===== src/rtl/pose_pkg.sv =====
// Shared types and helpers for the multi-joint pose scorer.
// Angles are unsigned binary fractions of a full circle.
package pose_pkg;

  localparam int ANGLE_DEPTH = 16;
  // Fractional guard bits below the coordinate LSB keep short vectors accurate.
  localparam int CORDIC_FRAC = 8;

  typedef logic [ANGLE_DEPTH-1:0] angle_t;

  typedef enum logic [2:0] {
    IDLE,
    WAIT_FRAME,
    LOAD,
    ITERATE,
    ACCUM,
    DONE
  } state_t;

  // round(atan(2^-i) * 2^aw / (2*pi)), derived from a 32-bit full-scale table
  function automatic logic [31:0] atan_lut(input int i, input int aw);
    logic [31:0] v;
    logic [32:0] r;
    case (i)
      0:  v = 32'h2000_0000;
      1:  v = 32'h12E4_051E;
      2:  v = 32'h09FB_385B;
      3:  v = 32'h0511_11D4;
      4:  v = 32'h028B_0D43;
      5:  v = 32'h0145_D7E1;
      6:  v = 32'h00A2_F61E;
      7:  v = 32'h0051_7C55;
      8:  v = 32'h0028_BE53;
      9:  v = 32'h0014_5F2F;
      10: v = 32'h000A_2F98;
      11: v = 32'h0005_17CC;
      12: v = 32'h0002_8BE6;
      13: v = 32'h0001_45F3;
      14: v = 32'h0000_A2FA;
      15: v = 32'h0000_517D;
      default: v = 32'd683565276 >> i;
    endcase
    if (aw >= 32) return v;
    r = {1'b0, v} + (33'd1 << (31 - aw));
    r = r >> (32 - aw);
    return r[31:0];
  endfunction

  // Shortest distance between two aw-bit angles around the circle
  function automatic logic [31:0] circ_err(input logic [31:0] a, input logic [31:0] b,
                                           input int aw);
    logic [31:0] mask;
    logic [31:0] d;
    mask = (32'd1 << aw) - 32'd1;
    d = (a - b) & mask;
    if (d[aw-1]) d = (~d + 32'd1) & mask;
    return d;
  endfunction

endpackage


===== src/rtl/cordic_vec_core.sv =====
// Iterative vectoring CORDIC: load folds the vector into the right half-plane,
// each step applies one micro-rotation. No backpressure; the controller sequences it.
module cordic_vec_core
  import pose_pkg::*;
#(
  parameter int COORD_DEPTH = 16,
  parameter int ANGLE_DEPTH = 16,
  parameter int ITER        = 16
) (
  input  logic                          clk,
  input  logic                          rst_n,
  input  logic                          load,
  input  logic                          step,
  input  logic [$clog2(ITER)-1:0]       iter_idx,
  input  logic signed [COORD_DEPTH-1:0] x_in,
  input  logic signed [COORD_DEPTH-1:0] y_in,
  output logic [ANGLE_DEPTH-1:0]        z
);

  localparam int W = COORD_DEPTH + 2 + CORDIC_FRAC;

  logic signed [W-1:0]    x_q, y_q, x_ld, y_ld, x_sh, y_sh;
  logic                   zero_q;
  logic [ANGLE_DEPTH-1:0] lut;

  always_comb begin
    x_ld = {{(W-COORD_DEPTH-CORDIC_FRAC){x_in[COORD_DEPTH-1]}}, x_in, {CORDIC_FRAC{1'b0}}};
    y_ld = {{(W-COORD_DEPTH-CORDIC_FRAC){y_in[COORD_DEPTH-1]}}, y_in, {CORDIC_FRAC{1'b0}}};
    x_sh = x_q >>> iter_idx;
    y_sh = y_q >>> iter_idx;
    lut  = ANGLE_DEPTH'(atan_lut(int'(iter_idx), ANGLE_DEPTH));
  end

  // A null vector has no direction; its angle is pinned to zero.
  always_ff @(posedge clk or negedge rst_n) begin
    if (!rst_n) begin
      x_q    <= '0;
      y_q    <= '0;
      z      <= '0;
      zero_q <= 1'b0;
    end else if (load) begin
      zero_q <= (x_in == '0) && (y_in == '0);
      if (x_in[COORD_DEPTH-1]) begin
        x_q <= -x_ld;
        y_q <= -y_ld;
        z   <= {1'b1, {(ANGLE_DEPTH-1){1'b0}}};
      end else begin
        x_q <= x_ld;
        y_q <= y_ld;
        z   <= '0;
      end
    end else if (step && !zero_q) begin
      if (!y_q[W-1]) begin
        x_q <= x_q + y_sh;
        y_q <= y_q - x_sh;
        z   <= z + lut;
      end else begin
        x_q <= x_q - y_sh;
        y_q <= y_q + x_sh;
        z   <= z - lut;
      end
    end
  end

endmodule


===== src/rtl/multi_joint_scorer.sv =====
// Scores SEQ_LEN frames of NUM_JOINTS angles against a reference table; ITER+2 cycles per joint.
// frame_ready only in WAIT_FRAME; optional per-joint weights under JOINT_WEIGHT_EN.
module multi_joint_scorer
  import pose_pkg::*;
#(
  parameter int NUM_JOINTS  = 3,
  parameter int COORD_DEPTH = 16,
  parameter int ANGLE_DEPTH = pose_pkg::ANGLE_DEPTH,
  parameter int ITER        = 16,
  parameter int SEQ_LEN     = 20,
  parameter int SCORE_WIDTH = 32
) (
  input  logic                              clk,
  input  logic                              rst_n,
  input  logic                              start,
  input  logic                              ref_clear,
  input  logic                              fill,
  input  logic [ANGLE_DEPTH-1:0]            refer_in,
  output logic                              ref_full,
  input  logic                              frame_valid,
  output logic                              frame_ready,
  input  logic [NUM_JOINTS*COORD_DEPTH-1:0] x_in,
  input  logic [NUM_JOINTS*COORD_DEPTH-1:0] y_in,
`ifdef JOINT_WEIGHT_EN
  input  logic [NUM_JOINTS*4-1:0]           weight_in,
`endif
  output logic [ANGLE_DEPTH-1:0]            angle_out,
  output logic                              angle_valid,
  output logic [$clog2(NUM_JOINTS)-1:0]     joint_idx,
  output logic                              busy,
  output logic [SCORE_WIDTH-1:0]            score,
  output logic                              done
);

  localparam int DEPTH = SEQ_LEN * NUM_JOINTS;
  localparam int PW    = $clog2(DEPTH + 1);
  localparam int FW    = $clog2(SEQ_LEN);
  localparam int JW    = $clog2(NUM_JOINTS);
  localparam int IW    = $clog2(ITER);

  state_t                        state_q, state_d;
  logic [PW-1:0]                 wptr, rd_idx;
  logic [ANGLE_DEPTH-1:0]        mem [DEPTH];
  logic [FW-1:0]                 frame_q;
  logic [JW-1:0]                 joint_q;
  logic [IW-1:0]                 iter_q;
  logic signed [COORD_DEPTH-1:0] xb [NUM_JOINTS];
  logic signed [COORD_DEPTH-1:0] yb [NUM_JOINTS];
  logic [SCORE_WIDTH-1:0]        acc, acc_nxt;
  logic [SCORE_WIDTH:0]          sum;
  logic [ANGLE_DEPTH-1:0]        z, ref_rd, err;
  logic [ANGLE_DEPTH+3:0]        err_w;
  logic                          wr_en;
`ifdef JOINT_WEIGHT_EN
  logic [3:0]                    weight_q [NUM_JOINTS];
`endif

  assign ref_full = (wptr == PW'(DEPTH));
  assign busy     = (state_q != IDLE);
  assign wr_en    = fill && !ref_clear && !busy && !ref_full;

  cordic_vec_core #(
    .COORD_DEPTH(COORD_DEPTH),
    .ANGLE_DEPTH(ANGLE_DEPTH),
    .ITER       (ITER)
  ) u_cordic (
    .clk     (clk),
    .rst_n   (rst_n),
    .load    (state_q == LOAD),
    .step    (state_q == ITERATE),
    .iter_idx(iter_q),
    .x_in    (xb[joint_q]),
    .y_in    (yb[joint_q]),
    .z       (z)
  );

  always_comb begin
    rd_idx = PW'(frame_q) * PW'(NUM_JOINTS) + PW'(joint_q);
    ref_rd = mem[rd_idx];
    err    = ANGLE_DEPTH'(circ_err(32'(z), 32'(ref_rd), ANGLE_DEPTH));
`ifdef JOINT_WEIGHT_EN
    err_w  = {4'b0, err} * {{ANGLE_DEPTH{1'b0}}, weight_q[joint_q]};
`else
    err_w  = {4'b0, err};
`endif
    sum     = {1'b0, acc} + (SCORE_WIDTH+1)'(err_w);
    acc_nxt = sum[SCORE_WIDTH] ? '1 : sum[SCORE_WIDTH-1:0];
  end

  always_comb begin
    state_d     = state_q;
    frame_ready = 1'b0;
    case (state_q)
      IDLE:       if (start && ref_full) state_d = WAIT_FRAME;
      WAIT_FRAME: begin
        frame_ready = 1'b1;
        if (frame_valid) state_d = LOAD;
      end
      LOAD:       state_d = ITERATE;
      ITERATE:    if (iter_q == IW'(ITER - 1)) state_d = ACCUM;
      ACCUM: begin
        if (joint_q != JW'(NUM_JOINTS - 1))   state_d = LOAD;
        else if (frame_q != FW'(SEQ_LEN - 1)) state_d = WAIT_FRAME;
        else                                  state_d = DONE;
      end
      DONE:       state_d = IDLE;
      default:    state_d = IDLE;
    endcase
  end

  // Reference contents survive reset; only the pointer is cleared.
  always_ff @(posedge clk) begin
    if (wr_en) mem[wptr[$clog2(DEPTH)-1:0]] <= refer_in;
  end

  always_ff @(posedge clk or negedge rst_n) begin
    if (!rst_n) begin
      state_q     <= IDLE;
      wptr        <= '0;
      frame_q     <= '0;
      joint_q     <= '0;
      iter_q      <= '0;
      acc         <= '0;
      score       <= '0;
      done        <= 1'b0;
      angle_out   <= '0;
      angle_valid <= 1'b0;
      joint_idx   <= '0;
      for (int j = 0; j < NUM_JOINTS; j++) begin
        xb[j] <= '0;
        yb[j] <= '0;
`ifdef JOINT_WEIGHT_EN
        weight_q[j] <= '0;
`endif
      end
    end else begin
      state_q     <= state_d;
      angle_valid <= 1'b0;
      done        <= 1'b0;
      if (ref_clear)  wptr <= '0;
      else if (wr_en) wptr <= wptr + 1'b1;
      case (state_q)
        IDLE: if (start && ref_full) begin
          acc     <= '0;
          frame_q <= '0;
`ifdef JOINT_WEIGHT_EN
          for (int j = 0; j < NUM_JOINTS; j++) weight_q[j] <= weight_in[j*4 +: 4];
`endif
        end
        WAIT_FRAME: if (frame_valid) begin
          joint_q <= '0;
          for (int j = 0; j < NUM_JOINTS; j++) begin
            xb[j] <= x_in[j*COORD_DEPTH +: COORD_DEPTH];
            yb[j] <= y_in[j*COORD_DEPTH +: COORD_DEPTH];
          end
        end
        LOAD:    iter_q <= '0;
        ITERATE: iter_q <= iter_q + 1'b1;
        ACCUM: begin
          angle_out   <= z;
          angle_valid <= 1'b1;
          joint_idx   <= joint_q;
          acc         <= acc_nxt;
          if (joint_q != JW'(NUM_JOINTS - 1)) begin
            joint_q <= joint_q + 1'b1;
          end else begin
            joint_q <= '0;
            if (frame_q != FW'(SEQ_LEN - 1)) frame_q <= frame_q + 1'b1;
          end
        end
        DONE: begin
          score <= acc;
          done  <= 1'b1;
        end
        default: ;
      endcase
    end
  end

endmodule


===== config.mk =====
export PLATFORM = sky130hd
export DESIGN_NAME = multi_joint_scorer
export DESIGN_NICKNAME = d
export VERILOG_FILES = /design/src/rtl/pose_pkg.sv /design/src/rtl/cordic_vec_core.sv /design/src/rtl/multi_joint_scorer.sv
export SDC_FILE = /design/constraint.sdc
export NUM_CORES = 2
export LEC_CHECK = 0
export CAP_MARGIN = 20
export CORE_AREA = 2 2 402 245
export DETAILED_ROUTE_END_ITERATION = 7
export DIE_AREA = 0 0 404 247
export HOLD_SLACK_MARGIN = 0.15
export PLACE_DENSITY = 0.92
export SLEW_MARGIN = 20
export SYNTH_ARGS = -nofsm -noshare
export SYNTH_HDL_FRONTEND = slang
export SYNTH_HIERARCHICAL = 1
export SYNTH_SLANG_ARGS = --single-unit

===== constraint.sdc =====
create_clock -name clk -period 10.9 [get_ports clk]
set_clock_uncertainty 0.1 [all_clocks]
set_input_delay 1.635 -clock clk [delete_from_list [all_inputs] [get_ports clk]]
set_output_delay 1.635 -clock clk [all_outputs]
set_load 0.02 [all_outputs]

# Word level (Yosys, flattened, before mapping)
# Memory sizes are Yosys's and may differ from the RTL's.
# Cells that the tools add are included.
# classes
n_addsub	17
multipliers	1
div	0
order_cmp	1
n_eq_ne	14
shift	2
mux	43
bitwise_logic	2
reduce_logical	24
# op_table
op	count
2-to-1 mux 26 bit	8
2-to-1 mux 16 bit	9
binary-select mux 16 bit (select 2 bit)	2
2-to-1 mux 32 bit	2
one-hot mux 32 bit (2 select lines)	1
adder 26 bit	2
negator 24 -> 26 bit	2
>>> shifter 26 x 4 -> 26 bit	2
subtractor 26 bit	2
adder 32 x 16 -> 33 bit	1
adder 32 x 16 -> 32 bit, second input constant	1
logical NOT 16 bit	2
subtractor 16 bit	2
adder 16 x 1 -> 16 bit, second input constant	1
adder 16 bit	1
NOT 16 bit	1
2-to-1 mux 3 bit	5
2-to-1 mux 5 bit	3
one-hot mux 3 bit (5 select lines)	1
2-to-1 mux 6 bit	2
inequality test 2 bit, second input constant	6
one-hot mux 5 bit (2 select lines)	1
nonzero test 2 bit	5
one-hot mux 4 bit (2 select lines)	1
24 further kinds	41
# totals
register_bits	269
latchBits	0
ramBits	960
mem_bits_ro	480
inputBits	118
out_inout_bits	55
elab_cells	127
n_memories	2
# mem_list
memory	words	width	read_ports	rd_ports_with_merged_regs	wr	line_no	source
mem	60	16	1	0	1	multi_joint_scorer.sv:43	logic [ANGLE_DEPTH-1:0] mem [DEPTH];
(name not given)	16	30	1	0	0	pose_pkg.sv:24	case (i)

# Longest topological paths before layout
# An unclocked memory read counts as a cell.
# logic_depth
ltp_word	10
ltp_mapped	39
depth_no_buf	33

# By module
# The synthesis kept the hierarchy.
# by_module_without_submodules
module	instances	cells_per_inst	area_per_inst_um2	seq_area_each_um2
multi_joint_scorer	1	2865	47509.3	33832.4
cordic_vec_core	1	1457	11587.4	1726.7

# Least setup slack after synthesis
# OpenSTA, ideal clock, no wires.
# synth_path
path_kind	flip-flop to flip-flop
startpoint	reg joint_q[1]
endpoint	reg acc[18]
setup_time_ps	121
arrival_time_ps	8418
required_ps	10679
path_slack_ps	2261
path_stages_with_launch	39
n_path_buf	8
period_less_slack_ps	8639
path_cell_list	dfrtp_1 -> clkbuf_1 -> inv_1 -> fa_1 -> inv_1 -> ha_1 -> inv_1 -> fa_1 -> clkbuf_1 -> clkbuf_1 -> clkbuf_1 -> clkbuf_1 -> clkbuf_1 -> mux4_2 -> nand2_1 -> nand3_1 -> o21ai_0 -> ha_1 -> (+3 left out) -> a21oi_1 -> o21ai_0 -> a31o_2 -> xnor2_1 -> buf_2 -> nor2_1 -> xnor2_1 -> ha_1 -> nor2b_1 -> o21ai_0 -> a21boi_1 -> o21ai_0 -> o21ai_1 -> a31oi_1 -> or3_1 -> clkbuf_1 -> o41ai_1 -> a22o_1
# synth_via
elab_chain_len	9
# synth_lines
item	line_no	source
start, declared	multi_joint_scorer.sv:45	logic [JW-1:0] joint_q;
start signal, assigned	multi_joint_scorer.sv:165	joint_q <= joint_q + 1'b1;
adder 6 x 2 -> 6 bit *	multi_joint_scorer.sv:78	rd_idx = PW'(frame_q) * PW'(NUM_JOINTS) + PW'(joint_q);
memory read (60 x 16 bit) *	n/a	
subtractor 16 bit *	pose_pkg.sv:55	d = (a - b) & mask;
NOT 16 bit	pose_pkg.sv:56	if (d[aw-1]) d = (~d + 32'd1) & mask;
adder 16 x 1 -> 16 bit	pose_pkg.sv:56	
2-to-1 mux 16 bit *	pose_pkg.sv:56	
adder 32 x 16 -> 33 bit *	multi_joint_scorer.sv:86	sum = {1'b0, acc} + (SCORE_WIDTH+1)'(err_w);
2-to-1 mux 32 bit *	multi_joint_scorer.sv:87	acc_nxt = sum[SCORE_WIDTH] ? '1 : sum[SCORE_WIDTH-1:0];
one-hot mux 32 bit (2 select lines) *	multi_joint_scorer.sv:142	case (state_q)
end signal, assigned	multi_joint_scorer.sv:163	acc <= acc_nxt;
end, declared	multi_joint_scorer.sv:49	logic [SCORE_WIDTH-1:0] acc, acc_nxt;
# Every way passes the cells marked *; elsewhere a longest branch is shown, timed or not.
# A chain may end at the register's enable or synchronous reset.

# Worst setup path after layout
# layout_path
startpoint	reg frame_q[0]
endpoint	reg acc[20]
# layout_via
elab_chain_len	10
# layout_lines
item	line_no	source
start, declared	multi_joint_scorer.sv:44	logic [FW-1:0] frame_q;
start signal, assigned	multi_joint_scorer.sv:168	if (frame_q != FW'(SEQ_LEN - 1)) frame_q <= frame_q + 1'b1;
multiplier 5 x 2 -> 6 bit *	multi_joint_scorer.sv:78	
adder 6 x 2 -> 6 bit *	multi_joint_scorer.sv:78	
memory read (60 x 16 bit) *	n/a	
subtractor 16 bit *	pose_pkg.sv:55	
NOT 16 bit	pose_pkg.sv:56	
adder 16 x 1 -> 16 bit	pose_pkg.sv:56	
2-to-1 mux 16 bit *	pose_pkg.sv:56	
adder 32 x 16 -> 33 bit *	multi_joint_scorer.sv:86	
2-to-1 mux 32 bit *	multi_joint_scorer.sv:87	
one-hot mux 32 bit (2 select lines) *	multi_joint_scorer.sv:142	
# Marked as above.

==> metrics.txt <==
final estimated routing congestion in global placement=0.973; area of the core=96700 µm²; area delta synth->final=11.9%; nets@finish=4740; Synth area leaders=edfxtp_1 (49%), mux4_2 (12%), dfrtp_1 (11%); Overflow after GRT=0; Die X=404 µm; Crit Path Class=reg2reg; hold path startpoint=angle_out[4]$_DFFE_PN0P_; Period Utilization, post-route=90.5%; mapped cell area=59100 µm²; setup bufs post-CTS=0; CP Launch Point=frame_q[0]$_DFFE_PN0P_; # H-tree levels=3; worst path required time=11.41 ns; Post-synth EDFFs=960; clk slew on worst S/H paths=0.07 ns; initial antenna violation count=5; Die Footprint=99800 µm²; largest net degree at the start of global routing=99; cts hold-fix bufs=0; nature of the critical path endpoint=flip-flop; Achievable Freq=0.101 GHz; Filler cells=6207; Via density=7.01; Worst path max stage delay=1.30 ns; initial drt markers=7937; post-route ant nets=0; Core Util, Final=68.4%; status=finished, violations left; HPWL after DPL=113000 µm; Worst-Skew Late Latency=0.77 ns; Max Fanout on Critical Path=47; vias in the first global route=39200; cells after synthesis=4322; Total GRT Usage=35.5%; worst-case clock buffer depth=3; Die Ht=247 µm; Yosys warning count=6; TritonCTS Buffers=109; Hold Vio Cnt, Final=0; CTS tree=done; setup tns final=0 ns; slowest CP cell=fa_4; first-pass GRT wire length=259000 µm; syn avg cell area=13.7 µm²; post-route minimum period=9.87 ns; Via Count=41000; design area=66100 µm²; Yosys top cell by area=edfxtp_1; Routed Wire Length=176000 µm; Hold WC Path Type=reg2reg; sequential-to-total area share from yosys stat=60.2%; DR WL/cell=30.0 µm; # IOs=173; CP Data Arrival Time=10.38 ns; VDD IR max=0.139 mV; Cell variety after synth=93; Buffers on Ports=172; Starting Density=61.1%; failing checks=DRC; post-CTS resize count=0; RSZ-0062 raised after global routing=false; Pwr Density=138 nW/µm²; number of synthesized register bits=1229; cell mode on critical path=inv_1; Placed Area=62500 µm²; post-synth top area share=48.8%; Placement Rows=89; most common flop cell mapped by yosys=edfxtp_1; Pwr Total=9.13 mW; Async SR Flop Fraction=21.9%; syn_nets=4570; max_slew headroom=22.7%; worst r2r src=frame_q[0]$_DFFE_PN0P_; transition time of the tightest slew-check pin=1.14 ns; DRC errors left=69; CTS sink count=1229; fraction of final layout cells sized beyond drive strength 1=15.4%; hold_ws=0.372 ns; critical path launch point type=flip-flop; Pleak=24.5 nW; Root Buffer=clkbuf_16; max-cap violations=0; Final setup viols=0; Pre-antenna DRT Iters=8; max-slew violation count=0
[per-layer routing]
metal	vias to the layer above	share of wire, %	GRT usage [%]
met5	-	0.045	0.439
met4	6	4.6	13.1
met3	684	17	13.8
met2	3732	42	50.2
met1	19900	36	50.0
li1	16700	-	-
[critical path, delay by kind of cell (launching register included)]
kind / cells / cell delay, ns
simple gates: 3 / 0.72
compound gates: 13 / 2.98
fa+ha+maj: 5 / 2.45
xor+xnor: 1 / 0.39
mux: 4 / 1.75
flops: 1 / 0.45
buf+inv: 6 / 0.84
[state kept, by name, summed over array words and instances (netlist names), 16 cells and up]
name          flops
angle_out        16
acc              32
u_cordic/x_q     26
score            32
mem             960
yb               48
u_cordic/y_q     26
u_cordic/z       16
xb               48
[cell type report]
| cell class | count | area [µm²] | area share (%) |
|---|---|---|---|
| Clock buffer | 134 | 2870 | 4.34 |
| Clock inverter | 68 | 712 | 1.08 |
| Multi-Input combinational cell | 2769 | 22400 | 33.8 |
| Antenna cell | 2 | 5.00 | 0.00757 |
| Sequential cell | 1229 | 35600 | 53.8 |
| Timing Repair Buffer | 287 | 2650 | 4.01 |
| Tap cell | 1274 | 1590 | 2.41 |
| Inverter | 96 | 360 | 0.545 |
[path summary, 6_finish.rpt]
path,slack (ns),depth (start not counted),endpoint
min,0.37,2,angle_out[4]$_DFFE_PN0P_
max,1.03,32,acc[20]$_DFFE_PN0P_
min reg2reg,0.37,2,angle_out[4]$_DFFE_PN0P_
max reg2reg,1.03,32,acc[20]$_DFFE_PN0P_
max in group asynchronous,8.54,2,iter_q[3]$_DFFE_PN0P_
min in group asynchronous,0.75,1,score[5]$_DFFE_PN0P_
[cells in the final DEF, fill, tap and decap left out, types with 14 or more instances in the layout]
| cell type | instances |
|---|---|
| mux2_2 | 33 |
| nand3_1 | 60 |
| nor3_1 | 49 |
| or2_2 | 14 |
| inv_1 | 92 |
| o21ai_0 | 195 |
| a21oi_1 | 190 |
| nand2_1 | 750 |
| edfxtp_1 | 960 |
| nor2_1 | 230 |
| a211oi_1 | 36 |
| and3_1 | 20 |
| o21a_1 | 23 |
| buf_4 | 115 |
| o31ai_1 | 30 |
| nand2b_1 | 34 |
| ha_1 | 121 |
| mux2i_1 | 116 |
| a31oi_1 | 25 |
| clkdlybuf4s50_1 | 155 |
| nor2b_1 | 21 |
| clkbuf_16 | 109 |
| clkinv_1 | 22 |
| o211ai_1 | 21 |
| dfrtp_1 | 263 |
| xnor2_1 | 110 |
| clkbuf_1 | 20 |
| xor2_1 | 60 |
| or3_1 | 23 |
| a21o_1 | 38 |
| and2_1 | 17 |
| mux4_2 | 324 |
[synthesized netlist by cell type, types with 25 or more instances]
cell type  number
edfxtp_1      960
nand2_1       752
mux4_2        324
dfrtp_1       269
nor2_1        233
o21ai_0       196
a21oi_1       190
clkbuf_1      144
ha_1          123
mux2i_1       116
xnor2_1       112
inv_1          92
xor2_1         63
nand3_1        60
buf_1          49
nor3_1         49
a21o_1         38
a211oi_1       36
nand2b_1       34
mux2_2         33
o31ai_1        30
buf_2          28
a31oi_1        25
[power breakdown]
| part | leakage [nW] | internal [mW] | switching, mW |
|---|---|---|---|
| Clock | 1.71 | 2.11 | 1.84 |
| Sequential | 12.3 | 5.06 | 0.00000000000000000482 |
| Combinational | 10.5 | 0.0371 | 0.0953 |
| Total | 24.5 | 7.20 | 1.93 |
[metrics by stage]
step	setup slack (ns)	instances
finish	1.03	5859
global route	0.517	5857
CTS	1.27	5856
detailed placement	1.35	5654
global placement	1.82	5654
floorplan	2.26	4322
[logic make-up after synthesis]
logic type	count (synthesis)	synth area share [%]
flip-flops	1229	60.2
XOR/XNOR	175	2.59
multiplexers	482	15.3
AO/OA/AOI/OAI	692	7.37
adder cells (fa/ha/maj)	130	2.84
buffers and inverters	324	2.21
AND/OR/NAND/NOR	1290	9.46
(Power assumes the default switching activity.)
